File: config.mk
export PLATFORM = sky130hd
export DESIGN_NAME = dcache
export DESIGN_NICKNAME = d
export VERILOG_FILES = /design/src/rtl/dcache.sv
export SDC_FILE = /design/constraint.sdc
export NUM_CORES = 1
export LEC_CHECK = 0
export ABC_AREA = 1
export CAP_MARGIN = 25
export CELL_PAD_IN_SITES_DETAIL_PLACEMENT = 1
export CELL_PAD_IN_SITES_GLOBAL_PLACEMENT = 2
export CORE_AREA = 3 3 198 200
export CTS_CLUSTER_DIAMETER = 80
export DETAILED_ROUTE_END_ITERATION = 10
export DIE_AREA = 0 0 201 203
export PLACE_DENSITY_LB_ADDON = 0.1
export SYNTH_ARGS = -nofsm -noshare
export SYNTH_HDL_FRONTEND = slang
export SYNTH_SLANG_ARGS = --single-unit
File: constraint.sdc
create_clock -name CLK -period 9.4 [get_ports CLK]
set_clock_uncertainty 0.1 [all_clocks]
set_input_delay 1.88 -clock CLK [delete_from_list [all_inputs] [get_ports CLK]]
set_output_delay 1.88 -clock CLK [all_outputs]
set_load 0.005 [all_outputs]
File: src/rtl/dcache.sv
// Direct-mapped write-back, write-allocate data cache: 8 blocks of 4 bytes.
// Stalls the CPU on a miss while it writes back a dirty victim and fetches the new block.
module dcache (
  input  logic        CLK,
  input  logic        RESET,
  input  logic        READ,
  input  logic        WRITE,
  input  logic [7:0]  ADDRESS,
  input  logic [7:0]  WRITEDATA,
  output logic [7:0]  READDATA,
  output logic        BUSYWAIT,
  output logic        MEM_READ,
  output logic        MEM_WRITE,
  output logic [5:0]  MEM_ADDRESS,
  output logic [31:0] MEM_WRITEDATA,
  input  logic [31:0] MEM_READDATA,
  input  logic        MEM_BUSYWAIT
);

  typedef enum logic [1:0] {S_IDLE, S_WRITEBACK, S_FETCH, S_UPDATE} state_t;

  state_t      state_q, state_d;
  logic [31:0] data_q [8];
  logic [2:0]  tag_q  [8];
  logic [7:0]  valid_q, dirty_q;
  logic [31:0] fetch_q;

  logic [2:0] addr_tag, addr_idx;
  logic [1:0] addr_off;
  logic       req, hit, write_hit;

  assign addr_tag  = ADDRESS[7:5];
  assign addr_idx  = ADDRESS[4:2];
  assign addr_off  = ADDRESS[1:0];
  assign req       = READ | WRITE;
  assign hit       = valid_q[addr_idx] & (tag_q[addr_idx] == addr_tag);
  assign write_hit = (state_q == S_IDLE) & WRITE & hit;

  assign READDATA = data_q[addr_idx][{addr_off, 3'b000} +: 8];

  always_ff @(posedge CLK) begin
    if (RESET) state_q <= S_IDLE;
    else       state_q <= state_d;
  end

  always_comb begin
    state_d = state_q;
    case (state_q)
      S_IDLE:
        if (req && !hit)
          state_d = (valid_q[addr_idx] && dirty_q[addr_idx]) ? S_WRITEBACK : S_FETCH;
      S_WRITEBACK: if (!MEM_BUSYWAIT) state_d = S_FETCH;
      S_FETCH:     if (!MEM_BUSYWAIT) state_d = S_UPDATE;
      S_UPDATE:    state_d = S_IDLE;
      default:     state_d = S_IDLE;
    endcase
  end

  always_comb begin
    BUSYWAIT      = 1'b1;
    MEM_READ      = 1'b0;
    MEM_WRITE     = 1'b0;
    MEM_ADDRESS   = 6'd0;
    MEM_WRITEDATA = 32'd0;
    case (state_q)
      S_IDLE: BUSYWAIT = req & ~hit;
      S_WRITEBACK: begin
        MEM_WRITE     = 1'b1;
        MEM_ADDRESS   = {tag_q[addr_idx], addr_idx};
        MEM_WRITEDATA = data_q[addr_idx];
      end
      S_FETCH: begin
        MEM_READ    = 1'b1;
        MEM_ADDRESS = {addr_tag, addr_idx};
      end
      default: ;
    endcase
  end

  // Storage: byte merge on a write hit, whole-block refill in UPDATE.
  always_ff @(posedge CLK) begin
    if (RESET) begin
      for (int i = 0; i < 8; i++) begin
        data_q[i] <= 32'd0;
        tag_q[i]  <= 3'd0;
      end
      valid_q <= 8'd0;
      dirty_q <= 8'd0;
      fetch_q <= 32'd0;
    end else begin
      if (state_q == S_FETCH && !MEM_BUSYWAIT)
        fetch_q <= MEM_READDATA;
      if (write_hit) begin
        data_q[addr_idx][{addr_off, 3'b000} +: 8] <= WRITEDATA;
        dirty_q[addr_idx] <= 1'b1;
      end else if (state_q == S_UPDATE) begin
        data_q[addr_idx]  <= fetch_q;
        tag_q[addr_idx]   <= addr_tag;
        valid_q[addr_idx] <= 1'b1;
        dirty_q[addr_idx] <= 1'b0;
      end
    end
  end

endmodule

# After elaboration in Yosys (flattened, before gate mapping)
# Memories as Yosys holds them, arrays and structs flattened.
# Cells that the tools add are included.
[totals] register_bits=50 wordCells=139 output_inout_bits=49 ram_bits=280 inputBits=53 memories=2
[op_classes] order_cmp=2 addsub=1 reduce_logical=12 n_bitwise=43 eq_ne=7 n_shift=3 n_mux=65
[mem_list] memory="data_q" words=8 word_bits=32 read_ports=1 rd_clocked_by_memory_dff=0 wr=8 line_no="23" source="logic [31:0] data_q [8];"
[mem_list] memory="tag_q" words=8 word_bits=3 read_ports=1 rd_clocked_by_memory_dff=0 wr=8 line_no="24" source="logic [2:0] tag_q [8];"
[ops] cell="$mux W32" n=4
[ops] cell="$mux W1" n=47
[ops] cell="$or A1 B1 Y1" n=33
[ops] cell="$reduce_or A32 Y1" n=1
[ops] cell="$shift A8 B7 Y32 const A" n=1
[ops] cell="$shiftx A32 B6 Y8" n=1
[ops] cell="$shiftx A8 B7 Y32" n=1
[ops] cell="$mux W8" n=2
[ops] cell="$or A8 B8 Y8" n=2
[ops] cell="$pmux W6 S2" n=1
[ops] cell="$mux W3" n=3
[ops] cell="$and A8 B8 Y8" n=1
[ops] cell="$mux W2" n=4
[ops] cell="$not A8 Y8" n=1
[ops] cell="$pmux W2 S4" n=1
[ops] cell="$neg A5 Y7" n=1
[ops] cell="$bmux W1 S3" n=2
[ops] cell="$and A1 B1 Y1" n=4
[ops] cell="$eq A2 B2 Y1 const B" n=2
[ops] cell="$logic_and A1 B1 Y1" n=4
[ops] cell="$lt A3 B4 Y1 const B" n=1
[ops] cell="$ne A2 B2 Y1 const B" n=2
[ops] cell="$demux W1 S3" n=1
[ops] cell="$eq A3 B3 Y1" n=1
[ops] cell="10 further kinds" n=12

# Longest topological paths before layout
# Gate-level depths: netlist of run 1.
[depth] ltp_word=10 mapped_depth=18 ltp_nobuf=16

# Worst setup path before layout of run 1
# OpenSTA, ideal clock, no wires.
[synth_path] path_type="input to output" start="in ADDRESS[2]" end="out READDATA[1]" t_required_ns=7.420 cell_stages=11 setup_slack_ns=4.045 n_path_buf=3 t_arrival_ns=3.375 cell_sequence="buf_6 buf_2 nand3_1 clkinv_1 buf_2 nand2_1 nand2_1 a221oi_1 nand4_1 o211ai_1 nand2_1"
[synth_via] elab_chain_cells=2
[synth_lines] item="from (decl)" line_no="8" source="input logic [7:0] ADDRESS,"
[synth_lines] item="$mem_v2 Z8 W32"
[synth_lines] item="$shiftx A32 B6 Y8" line_no="39" source="assign READDATA = data_q[addr_idx][{addr_off, 3'b000} +: 8];"
[synth_lines] item="to (decl)" line_no="10" source="output logic [7:0] READDATA,"
# No other way between the ends.

# Worst setup path after layout of run 1
# Ends and elaborated chain as after synthesis.

==> flow_summary.ini, run 1 <==
[clocking]
tritoncts = built
cts_root_buf = clkbuf_16
ctsResizeCount = 0
clkLatencyLatePin_ns = 0.54
cts_sinks = 330
numCtsBuffers = 37
cts_setup_buffers = 0
cts-htree-levels = 2
cts_hold_buf = 0
path_clk_slew_ns = 0.05
cts_max_path_buffers = 3

[synth]
synthFlopType = edfxtp_1
syn_area_per_cell_um2 = 9.924
synth.distinct_cells = 39
synthCells = 1580
syn_nets = 1643
async_flop_share_pct = 0
synthesis.yosys.warnings = 0
synth-edff-count = 280
ys_seq_area_share_pct = 60.01
synth.cell_area_um2 = 15680
synth-seq-cells = 330

[routing]
drc = 0
wl_mm = 51.73
routed-via-count = 12030
wire_per_inst_um = 23.45
ant_nets = 0
firstDrtPassIters = 5
drtIter0Drc = 929
via_per_inst = 5.454

[global_routing]
grtUsageMet3_pct = 2.710
gr-usage-met2_pct = 45.35
grt_pass1_wl_mm = 77.78
grt_max_degree = 66
grt_antenna_before_repair = 0
grt_pass1_vias = 12580
grt.busiest_layer = met2
met1_usage_pct = 31.93
grt_overflow = 0
track_usage_pct = 25.08

[sta]
slew_headroom_pct = 28.94
drv_slew = 0
max_freq_ghz = 0.1295
fin_setup_tns_ns = 0
worst_pin_slew_ns = 1.059
period_minus_slack_ns = 7.721
setup_viol = 0
fin_crit_sh_pct = 82.14
rsz0062_at_grt = no
finalHoldViolCount = 0

[placement]
place_area_um2 = 17130
globalplace.congestion = 0.8701
io_buffers = 101
dp_hpwl_mm = 36.49

[floorplan]
rows = 71
io_pins = 102
dieArea_um2 = 40800
start_util_pct = 41.73
die_w_um = 201
die_h_um = 203
core_area_um2 = 37580

[layout]
syn_to_final_growth_pct = 17.48
design_area_um2 = 18420
drive_above_1_share_pct = 10.80
fin_nets = 1730
antennaDiodeCount = 0

[setup_path]
critical_path_class = in -> out
cp_max_fo = 28
start_kind = input port
worst_setup_path_end_kind = output pin
critical_path_required_ns = 7.42
cp.arrival_ns = 5.74

[run_status]
status = complete, no violations

[pwr]
total_power_mw = 3.896
ir_drop_v = 0.0001624
powerDensity_nw_per_um2 = 211.5
p_leak_nw = 6.779

[run]
drv_cap = 0

[worst_hold_path]
min-delay-path-class = reg -> reg
layer usage:
layer	up-vias	part of all wire, %	wire length, um
li1	5576	-	-
met1	6068	41	21430
met2	298	52	26730
met3	89	4.1	2139
met4	0	2.7	1422
met5	-	0	0
logic make-up after synthesis:
logic type      synth area share (%)
simple gates                   27.49
buf+inv                        3.886
flops                          60.01
fa+ha+maj                     0.7980
compound gates                 7.820
sequential cells by signal, indices dropped and copies added, names as in the netlist, named ones only:
name     flops
data_q     256
fetch_q     32
state_q      2
tag_q       24
valid_q      8
cell type report:
type	count	area, um2
timing repair buffer	119	1159
clock inverter	26	266.5
multi-input combinational	1113	5694
fill	4209	19160
sequential	330	9409
inverter	66	250.2
clock buffer	41	1003
tap	511	639.4
synthesized netlist by cell type, types with 6 or more instances:
master,count,area share [%]
a22o_1,10,0.56
a221oi_1,37,2.1
o22ai_1,6,0.24
clkbuf_1,43,1.0
o21ai_0,55,1.8
nand2_4,65,4.7
buf_1,6,0.14
nand3_1,46,1.5
buf_2,14,0.45
nand4_1,21,0.84
a21oi_1,40,1.3
ha_1,10,0.80
clkinv_1,8,0.19
a22oi_1,21,1.0
inv_1,56,1.3
dfxtp_1,50,6.4
and3_1,16,0.64
o2bb2ai_1,9,0.50
edfxtp_1,280,54
nand3b_1,28,1.3
nand2_1,328,7.9
nor2_1,369,8.8
nand2_2,33,1.3
final timing paths:
path	cells past startpoint	to	from	slack, ns
setup / recovery	12	READDATA[1]	ADDRESS[2]	1.68
hold / removal	2	valid_q[3]	valid_q[3]	0.35
setup reg to reg	14	data_q[4][31]	tag_q[6][1]	5.72
hold reg to reg	2	valid_q[3]	valid_q[3]	0.35
cell usage in the layout (no fill, tap or decap), types with 6 or more instances in the layout:
cell type        netlist  routed
o21ai_0               55      55
nor2_1               369     364
clkinv_1               8      22
a21oi_1               40      40
a221oi_1              37      37
buf_4                  3      17
clkbuf_16              0      39
nand2_4               65      65
bufinv_16              0       6
a22oi_1               21      21
and3_1                16      16
o22ai_1                6       6
nand2_1              328     328
a22o_1                10      10
inv_1                 56      55
nand2_2               33      33
o2bb2ai_1              9       9
edfxtp_1             280     280
nand3b_1              28      28
ha_1                  10      10
dfxtp_1               50      50
clkdlybuf4s50_1        0     101
nand3_1               46      46
nand4_1               21      21
where the power goes:
group          switching [mW]  internal [mW]
clock                   0.600          0.929
combinational           0.450          0.207
sequential             0.0366           1.67
worst max-delay path: stages:
cell,delay (ns)
clkdlybuf4s50_1,0.42
buf_4,0.25
nand3_1,0.38
clkinv_1,0.94
buf_4,0.51
nand2_1,0.07
nand2_1,0.05
a221oi_1,0.23
nand4_1,0.23
o211ai_1,0.21
nand2_1,0.09
clkdlybuf4s50_1,0.45
stage by stage:
stage / instances / setup WS (ns) / utilization (%) / hold WS [ns]
after floorplan: 1580 / 4.045 / - / 0.3270
final: 2206 / 1.679 / 49.02 / 0.3535
after detailed placement: 2138 / 1.720 / 45.59 / 0.3473
after global routing: 2206 / 1.377 / 49.02 / 0.3698
after global placement: 2138 / 1.881 / 45.59 / 0.3415
after CTS: 2205 / 1.694 / 48.97 / 0.3608
Note: power is estimated with default switching activity, not from simulation.
==> run 2: changes to the inputs <==
--- a/config.mk
+++ b/config.mk
@@ -9,10 +9,10 @@
 export CAP_MARGIN = 25
 export CELL_PAD_IN_SITES_DETAIL_PLACEMENT = 1
 export CELL_PAD_IN_SITES_GLOBAL_PLACEMENT = 2
-export CORE_AREA = 3 3 198 200
+export CORE_AREA = 3 3 205 207
 export CTS_CLUSTER_DIAMETER = 80
 export DETAILED_ROUTE_END_ITERATION = 10
-export DIE_AREA = 0 0 201 203
+export DIE_AREA = 0 0 208 210
 export PLACE_DENSITY_LB_ADDON = 0.1
 export SYNTH_ARGS = -nofsm -noshare
 export SYNTH_HDL_FRONTEND = slang
==> constraint.sdc (replaced) <==
create_clock -name CLK -period 7.7 [get_ports CLK]
set_clock_uncertainty 0.1 [all_clocks]
set_input_delay 1.54 -clock CLK [delete_from_list [all_inputs] [get_ports CLK]]
set_output_delay 1.54 -clock CLK [all_outputs]
set_load 0.005 [all_outputs]
==> flow_summary.ini, run 2 (same netlist as run 1, synthesis figures left out) <==
[pwr]
ir_drop_v = 0.0001825
powerDensity_nw_per_um2 = 254.6
total_power_mw = 4.704
p_leak_nw = 6.779

[setup_path]
slowest_stage = nor2_4
path_delay_family = buffers and inverters
worst_setup_path_end_kind = output pin
critical_path_required_ns = 6.06
cp.arrival_ns = 5.14
critical_path_class = in -> out
crit_buf_inv = 4
max_stage_delay_ns = 0.71
critical_path.cell_chain = clkdlybuf4s50_1 -> inv_1 -> nand2_1 -> nor2_4 -> buf_4 -> a221oi_1 -> nand2_1 -> nor2_1 -> o22ai_1 -> clkdlybuf4s50_1
start_kind = input port
cp_max_fo = 27

[sta]
rsz0062_at_grt = no
setup_viol = 0
worst_pin_slew_ns = 0.9747
drv_slew = 0
fin_crit_sh_pct = 88.02
max_freq_ghz = 0.1475
fin_ws_ns = 0.9225
slew_headroom_pct = 35.02
period_minus_slack_ns = 6.778
fin_setup_tns_ns = 0
finalHoldViolCount = 0
finalHoldWorstSlack_ns = 0.3567

[clocking]
numCtsBuffers = 40
tritoncts = built
clkLatencyLatePin_ns = 0.55
cts_max_path_buffers = 3
path_clk_slew_ns = 0.06
cts_setup_buffers = 0
ctsResizeCount = 0
cts_hold_buf = 0
cts-htree-levels = 2
cts_root_buf = clkbuf_16
cts_sinks = 330

[routing]
ant_nets = 0
firstDrtPassIters = 5
drc = 0
wire_per_inst_um = 23.43
drtIter0Drc = 767
via_per_inst = 5.353
routed-via-count = 11970
wl_mm = 52.42

[floorplan]
dieArea_um2 = 43680
die_w_um = 208
die_h_um = 210
core_area_um2 = 40550
start_util_pct = 38.66
io_pins = 102
rows = 74

[layout]
largest_reg_flops = 256
layout_common_cells = 364 x nor2_1, 328 x nand2_1, 280 x edfxtp_1, 101 x clkdlybuf4s50_1, 65 x nand2_4
antennaDiodeCount = 0
design_area_um2 = 18480
mostFrequentLayoutCell = nor2_1
fin_nets = 1737
syn_to_final_growth_pct = 17.84
final_core_util_pct = 45.56
drive_above_1_share_pct = 10.91
top_register = data_q
reg_top3 = data_q: 256 flops, fetch_q: 32 flops, tag_q: 24 flops
fin_cells = 2237

[global_routing]
grt_pass1_wl_mm = 79.32
grt_max_degree = 46
track_usage_pct = 23.98
grt_overflow = 0
grt_pass1_vias = 12520
grt_antenna_before_repair = 0

[placement]
place_area_um2 = 17220
place_worst_setup_slack_ns = 0.9025
io_buffers = 101
globalplace.congestion = 0.8743
dp_hpwl_mm = 37.56
place_inst = 2164

[run_status]
status = complete, no violations

[run]
drv_cap = 0

[worst_hold_path]
min-delay-path-class = reg -> reg
-- run 2: cell count changes in the layout (fill, tap and decap cells not counted), moves of 2 or more --
cell	previous run	this run
buf_4	17	20
clkinv_1	22	18
clkbuf_1	0	11
clkbuf_16	39	41
clkinv_8	0	3
bufinv_16	6	2
clkinv_2	5	3
clkinvlp_4	0	2
-- run 2: power by group --
group	total, mW	internal, mW	leakage [nW]	switching [mW]
Sequential	2.09	2.04	3.30	0.0449
Combinational	0.803	0.254	2.88	0.549
Clock	1.81	1.06	0.602	0.754
Total	4.70	3.36	6.78	1.35
-- run 2: layer usage --
layer  GRT usage (%)  share of wire (%)  up-vias
met5               0                  0        -
met4           7.928                2.9        0
met3           2.485                3.1       69
met2           43.30                 52      222
met1           30.34                 42     6077
li1                -                  -     5606
-- run 2: path summary, 6_finish.rpt --
check	depth (start not counted)	start	end	slack [ns]
worst min register to register	2	valid_q[5]	valid_q[5]	0.36
worst min-delay path	2	valid_q[5]	valid_q[5]	0.36
worst max-delay path	10	ADDRESS[3]	READDATA[4]	0.92
worst max register to register	14	tag_q[7][1]	data_q[3][20]	4.11
-- run 2: worst reg2reg max path: stages, from the launching register on --
cell and delay (ns):
edfxtp_1 0.37, inv_1 0.07, nand2_1 0.05, nand3b_1 0.10
nand2_1 0.16, nor2_2 0.14, nand2_1 0.06, nand2_1 0.09
nand3_2 0.08, nor2_4 0.25, nand2_4 0.29, nand2_8 0.56
nand2_4 0.25, nand2_2 0.26, nand2_1 0.36
-- run 2: area by class of cell --
cell class | count | area (um2)
Clock buffer | 53 | 1081
Clock inverter | 20 | 176.4
Fill cell | 4517 | 22080
Inverter | 66 | 250.2
Multi-Input combinational cell | 1113 | 5694
Sequential cell | 330 | 9409
Tap cell | 532 | 665.6
Timing Repair Buffer | 123 | 1201
